==> src/rtl/noc_arb_pkg.sv <==
// -----------------------------------------------------------------------------
// noc_arb_pkg
// Shared types and helpers for the router output-port arbiters.
//   arb_state_t : packet-lock FSM state (IDLE = free, LOCK = packet in flight)
//   STALL_W     : width of the optional stall statistics counter
//   rr_next     : wrapped round-robin increment (ptr + 1) mod p
// -----------------------------------------------------------------------------
package noc_arb_pkg;

    typedef enum logic {
        ARB_IDLE = 1'b0,
        ARB_LOCK = 1'b1
    } arb_state_t;

    localparam int STALL_W = 16;

    // Next round-robin position after ptr, wrapping at p.
    function automatic int unsigned rr_next(input int unsigned ptr, input int unsigned p);
        return ((ptr + 32'd1) >= p) ? 32'd0 : (ptr + 32'd1);
    endfunction

endpackage

==> src/rtl/noc_rr_pick.sv <==
// -----------------------------------------------------------------------------
// noc_rr_pick
// Combinational round-robin priority picker. Searches i_req starting at
// i_ptr and wrapping modulo P; the first set request wins.
// Ports:
//   i_req    [P]  request vector
//   i_ptr    [PW] highest-priority index this cycle (must be < P)
//   o_onehot [P]  one-hot winner (all zero when no request)
//   o_idx    [PW] index of the winner (0 when no request)
//   o_valid       at least one request was present
// -----------------------------------------------------------------------------
module noc_rr_pick #(
    parameter int P  = 7,
    parameter int PW = $clog2(P)
) (
    input  logic [P-1:0]  i_req,
    input  logic [PW-1:0] i_ptr,
    output logic [P-1:0]  o_onehot,
    output logic [PW-1:0] o_idx,
    output logic          o_valid
);

    // Wrapped priority search from i_ptr; first hit is kept.
    always_comb begin
        int j;
        o_valid = 1'b0;
        o_idx   = '0;
        for (int k = 0; k < P; k++) begin
            j = int'(i_ptr) + k;
            if (j >= P) begin
                j = j - P;
            end else begin
                j = j;
            end
            if (!o_valid && i_req[j]) begin
                o_valid = 1'b1;
                o_idx   = PW'(j);
            end else begin
                o_valid = o_valid;
            end
        end
        if (o_valid) begin
            o_onehot = {{(P-1){1'b0}}, 1'b1} << o_idx;
        end else begin
            o_onehot = '0;
        end
    end

endmodule

==> src/rtl/noc_port_arbiter.sv <==
// -----------------------------------------------------------------------------
// noc_port_arbiter
// Output-port scheduler for one router link: packet-locked round-robin
// arbitration over P inputs with credit-based flow control toward a B-deep
// downstream buffer.
// Ports:
//   clk, rst        clock, synchronous active-high reset
//   req/req_tail    per-input head-flit valid / head flit is a packet tail
//   req_flit        packed head flits, input i at [FW*(i+1)-1:FW*i]
//   grant           one-hot, combinational; granted input pops this cycle
//   flit_out(_wr)   registered flit and write strobe to downstream
//   credit_in       downstream freed one slot
//   credit_cnt      free downstream slots
//   credit_err      sticky: credit returned while already at B
//   stall_cnt       cycles with requests pending but no credit
// Build option: define NOC_ARB_STATS_EN to implement stall_cnt; otherwise it
// is tied to zero.
// -----------------------------------------------------------------------------
module noc_port_arbiter
    import noc_arb_pkg::*;
#(
    parameter int FW = 36,
    parameter int P  = 7,
    parameter int B  = 4,
    parameter int CW = $clog2(B+1),
    parameter int PW = $clog2(P)
) (
    input  logic                clk,
    input  logic                rst,
    input  logic [P-1:0]        req,
    input  logic [P-1:0]        req_tail,
    input  logic [FW*P-1:0]     req_flit,
    output logic [P-1:0]        grant,
    output logic [FW-1:0]       flit_out,
    output logic                flit_out_wr,
    input  logic                credit_in,
    output logic [CW-1:0]       credit_cnt,
    output logic                credit_err,
    output logic [STALL_W-1:0]  stall_cnt
);

    arb_state_t     r_state;
    logic [PW-1:0]  r_ptr;
    logic [PW-1:0]  r_owner;
    logic [CW-1:0]  r_credit;
    logic [FW-1:0]  r_flit_out;
    logic           r_flit_wr;
    logic           r_credit_err;

    logic [P-1:0]   w_pick_onehot;
    logic [PW-1:0]  w_pick_idx;
    logic           w_pick_valid;
    logic [P-1:0]   w_grant;
    logic [PW-1:0]  w_gidx;
    logic           w_gvalid;
    logic           w_gtail;

    noc_rr_pick #(.P(P), .PW(PW)) u_pick (
        .i_req    (req),
        .i_ptr    (r_ptr),
        .o_onehot (w_pick_onehot),
        .o_idx    (w_pick_idx),
        .o_valid  (w_pick_valid)
    );

    // Grant decision: picker result when idle, only the owner while locked.
    always_comb begin
        w_grant  = '0;
        w_gidx   = r_owner;
        w_gvalid = 1'b0;
        if (rst || (r_credit == '0)) begin
            w_gvalid = 1'b0;
        end else if (r_state == ARB_IDLE) begin
            if (w_pick_valid) begin
                w_grant  = w_pick_onehot;
                w_gidx   = w_pick_idx;
                w_gvalid = 1'b1;
            end else begin
                w_gvalid = 1'b0;
            end
        end else begin
            if (req[r_owner]) begin
                w_grant  = {{(P-1){1'b0}}, 1'b1} << r_owner;
                w_gvalid = 1'b1;
            end else begin
                w_gvalid = 1'b0;
            end
        end
        w_gtail = w_gvalid & req_tail[w_gidx];
    end

    // Lock FSM, output flit register and credit counter.
    always_ff @(posedge clk) begin
        if (rst) begin
            r_state      <= ARB_IDLE;
            r_ptr        <= '0;
            r_owner      <= '0;
            r_credit     <= CW'(B);
            r_flit_out   <= '0;
            r_flit_wr    <= 1'b0;
            r_credit_err <= 1'b0;
        end else begin
            r_flit_wr <= w_gvalid;
            if (w_gvalid) begin
                r_flit_out <= req_flit[int'(w_gidx)*FW +: FW];
            end

            case (r_state)
                ARB_IDLE: begin
                    if (w_gvalid && !w_gtail) begin
                        r_state <= ARB_LOCK;
                        r_owner <= w_gidx;
                    end else if (w_gvalid) begin
                        r_ptr <= PW'(rr_next(32'(w_gidx), P));
                    end
                end
                ARB_LOCK: begin
                    if (w_gvalid && w_gtail) begin
                        r_state <= ARB_IDLE;
                        r_ptr   <= PW'(rr_next(32'(r_owner), P));
                    end
                end
                default: r_state <= ARB_IDLE;
            endcase

            // A grant and a returned credit in the same cycle cancel out.
            case ({w_gvalid, credit_in})
                2'b10: r_credit <= r_credit - CW'(1);
                2'b01: begin
                    if (r_credit == CW'(B)) begin
                        r_credit_err <= 1'b1;
                    end else begin
                        r_credit <= r_credit + CW'(1);
                    end
                end
                default: r_credit <= r_credit;
            endcase
        end
    end

`ifdef NOC_ARB_STATS_EN
    logic [STALL_W-1:0] r_stall_cnt;

    // Saturating count of cycles blocked purely by lack of credit.
    always_ff @(posedge clk) begin
        if (rst) begin
            r_stall_cnt <= '0;
        end else if ((|req) && (r_credit == '0) && (r_stall_cnt != {STALL_W{1'b1}})) begin
            r_stall_cnt <= r_stall_cnt + STALL_W'(1);
        end
    end

    assign stall_cnt = r_stall_cnt;
`else
    assign stall_cnt = 16'h0;
`endif

    assign grant       = w_grant;
    assign flit_out    = r_flit_out;
    assign flit_out_wr = r_flit_wr;
    assign credit_cnt  = r_credit;
    assign credit_err  = r_credit_err;

endmodule

==> config.mk <==
export PLATFORM = sky130hd
export DESIGN_NAME = noc_port_arbiter
export DESIGN_NICKNAME = d
export VERILOG_FILES = /design/src/rtl/noc_arb_pkg.sv /design/src/rtl/noc_rr_pick.sv /design/src/rtl/noc_port_arbiter.sv
export SDC_FILE = /design/constraint.sdc
export NUM_CORES = 1
export LEC_CHECK = 0
export ABC_AREA = 1
export CORE_MARGIN = 5
export CORE_UTILIZATION = 45
export DETAILED_ROUTE_END_ITERATION = 10
export PLACE_DENSITY = 0.85
export SLEW_MARGIN = 20
export SYNTH_ARGS = -nofsm -noshare
export SYNTH_HDL_FRONTEND = slang
export SYNTH_SLANG_ARGS = --single-unit
==> constraint.sdc <==
create_clock -name clk -period 6 [get_ports clk]
set_clock_uncertainty 0.1 [all_clocks]
set_input_delay 1.2 -clock clk [delete_from_list [all_inputs] [get_ports clk]]
set_output_delay 1.2 -clock clk [all_outputs]
set_load 0.1 [all_outputs]
==> results of run 1 <==
==> worst max path at each step <==
stage	slack [ns]	cells after the start	startpoint	end
5_1_grt	0.25	21	r_ptr[1]$_SDFFE_PP0P_	grant[0]
4_1_cts	0.67	21	r_ptr[1]$_SDFFE_PP0P_	grant[0]
2_1_floorplan	0.009	21	r_ptr[1]$_SDFFE_PP0P_	grant[5]
3_3_place_gp	0.86	18	req[5]	grant[0]
3_5_place_dp	0.79	18	req[5]	grant[0]
6_report	0.64	21	r_ptr[1]$_SDFFE_PP0P_	grant[0]
==> critical path, delay by kind of cell (launching register included) <==
family / cells / cell delay [ns]
flops: 1 / 0.40
fa+ha+maj: 2 / 0.68
buf+inv: 5 / 0.72
simple gates: 10 / 1.20
compound gates: 4 / 0.76
==> Yosys cell counts, types with 2 or more instances <==
cell | instances | area share
dfxtp_1 | 48 | 0.14
a21oi_1 | 62 | 0.046
or2_1 | 2 | 0.0019
inv_2 | 16 | 0.0090
o21ai_4 | 2 | 0.0049
nand2_4 | 4 | 0.0067
ha_1 | 19 | 0.036
nand3_2 | 8 | 0.012
o21ai_2 | 2 | 0.0026
nand4_1 | 13 | 0.012
buf_4 | 24 | 0.027
nand3_1 | 102 | 0.076
nand2_2 | 20 | 0.019
o21ai_1 | 53 | 0.040
fa_1 | 2 | 0.0060
inv_1 | 144 | 0.081
nor2_2 | 3 | 0.0028
a21oi_2 | 2 | 0.0026
clkbuf_1 | 14 | 0.0079
o211ai_1 | 21 | 0.024
o31ai_1 | 2 | 0.0022
nand2_1 | 509 | 0.29
nor2_1 | 46 | 0.026
nor2_4 | 4 | 0.0067
nor3_1 | 4 | 0.0030
o21ai_0 | 65 | 0.049
a31oi_1 | 5 | 0.0047
buf_6 | 13 | 0.022
buf_2 | 28 | 0.021
nand3b_1 | 3 | 0.0034
clkinv_1 | 2 | 0.0011
==> cell families after synthesis <==
family,count (synthesis),share of synthesized area
AND/OR/NAND/NOR,722,0.463
buffers and inverters,242,0.169
AO/OA/AOI/OAI,218,0.180
flip-flops,48,0.144
adder cells (fa/ha/maj),21,0.0416
XOR/XNOR,1,0.00131
other,1,0.000562
==> layout make-up <==
cell class / count / area [um^2] / share of cell area
tap: 184 / 230 / 0.0233
antenna: 6 / 15.0 / 0.00152
clock buffer: 6 / 139 / 0.0141
clock inverter: 1 / 8.76 / 0.000888
sequential: 48 / 961 / 0.0974
multi-input combinational: 978 / 4640 / 0.471
timing repair buffer: 328 / 3260 / 0.330
inverter: 162 / 608 / 0.0616
==> power groups by stage <==
stage | clock (mW) | combinational (mW) | sequential, mW
after floorplan | 0 | 2.79 | 1.19
after global placement | 0 | 4.40 | 0.513
after detailed placement | 0 | 4.42 | 0.516
after CTS | 0.310 | 4.44 | 0.511
after global routing | 0.323 | 4.88 | 0.529
final | 0.306 | 4.48 | 0.514
==> layer usage <==
metal	vias up	track usage
met5	-	0
met4	2	0.103
met3	48	0.0847
met2	408	0.521
met1	3953	0.390
li1	4469	-
==> flip-flops by register name, summed over array words and instances (netlist names), named ones only <==
name,cells
credit_err,1
r_owner,3
r_ptr,3
flit_out,36
flit_out_wr,1
credit_cnt,3
==> out/qor.yml, run 1 <==
outcome:
  status: "finished, final reports clean"
worst_hold_path:
  min_path_cells: 1
  hold_end: "credit_err$_SDFFE_PP0P_"
  hold_start: "credit_err$_SDFFE_PP0P_"
  hold_class: "flip-flop to flip-flop"
die:
  die_x_um: 132
  coreArea_um2: 14500
  die_h_um: 132
  ios: 333
  die_area_um2: 17400
  start_util: 0.459
  rows: 44
critical_path:
  r2r-start: "r_ptr[1]$_SDFFE_PP0P_"
  required_ns: 4.70
  cp_cell_sequence: "inv_2 -> ha_1 -> inv_1 -> fa_1 -> o21ai_1 -> inv_2 -> o211ai_1 -> nand2_1 -> nand2_1 -> nand2_2 -> nor2_8 -> nand3_2 -> nor2_4 -> nand2_2 -> or2_1 -> nand2_1 -> inv_1 -> nor2_1 -> a21oi_1 -> a21oi_1 -> buf_4"
  r2r_slack_ns: 1.27
  rr_endpoint: "flit_out[11]$_SDFFE_PP0P_"
  cp-end-kind: "output pin"
  crit_top_cell: "nand2_1"
  cpPeakStageDelay_ns: 0.48
  critical_path_class: "flip-flop to output pin"
  crit_path_max_fanout: 9
  worst-r2r-cell-count: 26
  worstSetupStartpointType: "flip-flop"
  worstPathArrival_ns: 4.06
  cpMaxStageDelayCell: "fa_1"
logic_synthesis:
  synth_cell_types: 42
  synth-seq-cells: 48
  synthCells: 1253
  ys_seq_area_frac: 0.144
  ys.flop_type: "dfxtp_1"
  synth_edf_count: 0
  synth_warnings: 0
  syn_area_um2: 6680
  synth.avg_cell_area_um2: 5.33
  synthArstFlopShare: 0
power:
  power_switching_share: 0.647
  peakVddDrop_mv: 0.312
  power_mw: 5.30
  switching_power_mw: 3.43
  comb_power_share: 0.845
  power.density_nw_per_um2: 537
  p_int_mw: 1.87
  p_seq_frac: 0.097
  power_frac_clock: 0.058
  p_leak_nw: 4.96
sta:
  rsz0062_at_grt: "no"
  setup_viol: 0
  finalHoldViolCount: 0
  max-slew-margin-rel: 0.265
  fin_crit_ns: 5.36
  fin_ws_ns: 0.643
  tightestPinTransition_ns: 1.10
  max_freq_mhz: 187
  tns_ns: 0
  slew_violations: 0
  post-route-period-util: 0.893
  hold-worst-slack_ns: 0.364
finish:
  syn2layout_area_growth_pct: 47.8
  fin_nets: 1813
  fillers: 1433
  mostFrequentLayoutCell: "nand2_1"
  final_cell_area_um2: 9870
  drive_gt1_frac: 0.0598
  finalNonFillerCells: 1713
  final_cell_mix: "nand2_1 (509), clkdlybuf4s50_1 (309), inv_1 (144)"
  utilization: 0.679
place:
  dp.cells: 1700
  port_buffers: 316
  place_area_um2: 9700
  place_hpwl_um: 22600
  gp_congestion: 0.932
  pre_cts_ws_ns: 0.794
drt:
  wl_um: 29100
  wl_per_cell_um: 17.0
  wirelength_met1_um: 11600
  first_iter_violations: 642
  num_vias: 8880
  top_layer: "met5"
  vias_per_cell: 5.18
  dr.pass1.iters: 6
  dr_wl_met2_um: 14000
  drcViolationCount: 0
  antenna_left: 0
  route.met3.wl_um: 2700
global_routing:
  grt-ovfl-total: 0
  grt_max_degree: 130
  grt_usage: 0.312
  grt_pass1_vias: 7887
  grt_pass1_wl_um: 43900
  antenna_found_initial: 7
clock_tree:
  cts_setup_buffers: 0
  cts_tree: "built"
  insertion_delay_ns: 0.31
  cts.sinks: 48
  clkSlewWorstSetupHoldPaths_ns: 0.08
  numCtsBuffers: 5
  post_cts_resize_count: 0
  cts_root_buffer: "clkbuf_16"
  clockBufferDepth: 2
  cts_htree_levels: 2
  ctsHoldBuffers: 0
run:
  maxCapViolCount: 0
(Power assumes the default switching activity.)
==> inputs of run 2 (changes only) <==
Settings changed: CTS_BUF_LIST set to sky130_fd_sc_hd__clkbuf_16.
==> out/qor.yml, run 2 (same netlist as run 1, synthesis figures left out) <==
critical_path:
  cp_cell_sequence: "inv_2 -> ha_1 -> inv_1 -> fa_1 -> o21ai_1 -> inv_2 -> o211ai_1 -> nand2_1 -> nand2_1 -> nand2_2 -> nor2_8 -> nand3_2 -> nor2_4 -> nand2_2 -> or2_1 -> nand2_1 -> inv_1 -> nor2_1 -> a21oi_1 -> a21oi_1 -> buf_4"
  worstPathArrival_ns: 4.04
  r2r-start: "r_ptr[1]$_SDFFE_PP0P_"
  critical_path_class: "flip-flop to output pin"
  rr_endpoint: "flit_out[11]$_SDFFE_PP0P_"
  required_ns: 4.70
  worstSetupStartpointType: "flip-flop"
  crit_path_max_fanout: 9
  cpMaxStageDelayCell: "fa_1"
  cp-startpoint: "r_ptr[1]$_SDFFE_PP0P_"
  cp-end-kind: "output pin"
  cpPeakStageDelay_ns: 0.48
  worst-r2r-cell-count: 26
  r2r_slack_ns: 1.30
  crit_top_cell: "nand2_1"
sta:
  max_freq_mhz: 187
  max-slew-margin-rel: 0.265
  setup_viol: 0
  post-route-period-util: 0.891
  rsz0062_at_grt: "no"
  finalHoldViolCount: 0
  tightestPinTransition_ns: 1.10
  fin_crit_ns: 5.34
  slew_violations: 0
  tns_ns: 0
power:
  p_leak_nw: 4.96
  peakVddDrop_mv: 0.310
  power_frac_clock: 0.055
  comb_power_share: 0.848
  power_switching_share: 0.648
  power.density_nw_per_um2: 535
  p_seq_frac: 0.097
  switching_power_mw: 3.42
  p_int_mw: 1.86
place:
  gp_congestion: 0.932
  place_hpwl_um: 22600
  dp.cells: 1700
  port_buffers: 316
drt:
  wl_per_cell_um: 16.9
  wl_um: 29000
  drcViolationCount: 0
  num_vias: 8857
  vias_per_cell: 5.17
  antenna_left: 0
  dr.pass1.iters: 5
  first_iter_violations: 707
finish:
  drive_gt1_frac: 0.0591
  finalNonFillerCells: 1713
  mostFrequentLayoutCell: "nand2_1"
  fin_nets: 1813
  final_cell_mix: "nand2_1 (509), clkdlybuf4s50_1 (309), inv_1 (144)"
  syn2layout_area_growth_pct: 47.7
  largest_reg_flops: 36
  fillers: 1434
clock_tree:
  cts_setup_buffers: 0
  ctsHoldBuffers: 0
  cts_htree_levels: 2
  insertion_delay_ns: 0.30
  cts.sinks: 48
  post_cts_resize_count: 0
  cts_root_buffer: "clkbuf_16"
  clkSlewWorstSetupHoldPaths_ns: 0.07
  numCtsBuffers: 5
  clockBufferDepth: 2
  cts_tree: "built"
global_routing:
  grt_pass1_vias: 7898
  grt_usage: 0.312
  grt_pass1_wl_um: 43900
  grt_max_degree: 130
  grt-ovfl-total: 0
  antenna_found_initial: 7
die:
  start_util: 0.459
  ios: 333
  die_x_um: 132
  rows: 44
  die_h_um: 132
  coreArea_um2: 14500
  die_area_um2: 17400
worst_hold_path:
  hold_start: "credit_err$_SDFFE_PP0P_"
  min_path_cells: 1
  hold_class: "flip-flop to flip-flop"
  hold_end: "credit_err$_SDFFE_PP0P_"
run:
  maxCapViolCount: 0
outcome:
  status: "finished, final reports clean"
run 2: final cells by class:
type                    instances  area, um^2  share of cell area
clock inverters                 2        12.5             0.00127
multi-input cells             978        4640               0.471
flip-flops and latches         48         961              0.0975
clock buffers                   5         125              0.0127
well taps                     184         230              0.0234
diodes                          6        15.0             0.00152
repair buffers                328        3260               0.331
inverters                     162         608              0.0617
run 2: stage by stage:
stage	hold WS (ns)	total power [mW]	worst slack (ns)	cell area (um^2)	utilization
global route	0.388	5.72	0.247	9860	0.678
CTS	0.369	5.24	0.671	9840	0.677
detailed placement	0.352	4.93	0.794	9700	0.668
global placement	0.347	4.91	0.857	9700	0.668
finish	0.363	5.27	0.656	9860	0.678
floorplan	0.439	3.98	0.00862	6740	-
run 2: layer usage:
| layer | vias to the layer above | GRT usage | part of all wire |
|---|---|---|---|
| met5 | - | 0 | 0.00045 |
| li1 | 4470 | - | - |
| met4 | 2 | 0.103 | 0.028 |
| met3 | 54 | 0.0847 | 0.099 |
| met1 | 3916 | 0.389 | 0.39 |
| met2 | 415 | 0.521 | 0.48 |
run 2: power by group through the flow:
stage | registers, mW | clock network, mW | logic [mW]
2_1_floorplan | 1.19 | 0 | 2.79
3_3_place_gp | 0.513 | 0 | 4.40
5_1_grt | 0.529 | 0.308 | 4.88
4_1_cts | 0.511 | 0.296 | 4.44
6_report | 0.513 | 0.289 | 4.47
3_5_place_dp | 0.516 | 0 | 4.42
run 2: how the worst max path moves through the flow:
stage	cells past startpoint	end
after detailed placement	18	grant[0]
after CTS	21	grant[0]
after global routing	21	grant[0]
after global placement	18	grant[0]
final	21	grant[0]
after floorplan	21	grant[5]
run 2: worst max-delay path, delay by kind of cell, from the launching register on:
| family | cells | cell delay [ns] |
|---|---|---|
| simple gates | 10 | 1.19 |
| fa+ha+maj | 2 | 0.68 |
| buf+inv | 5 | 0.72 |
| flops | 1 | 0.39 |
| compound gates | 4 | 0.76 |
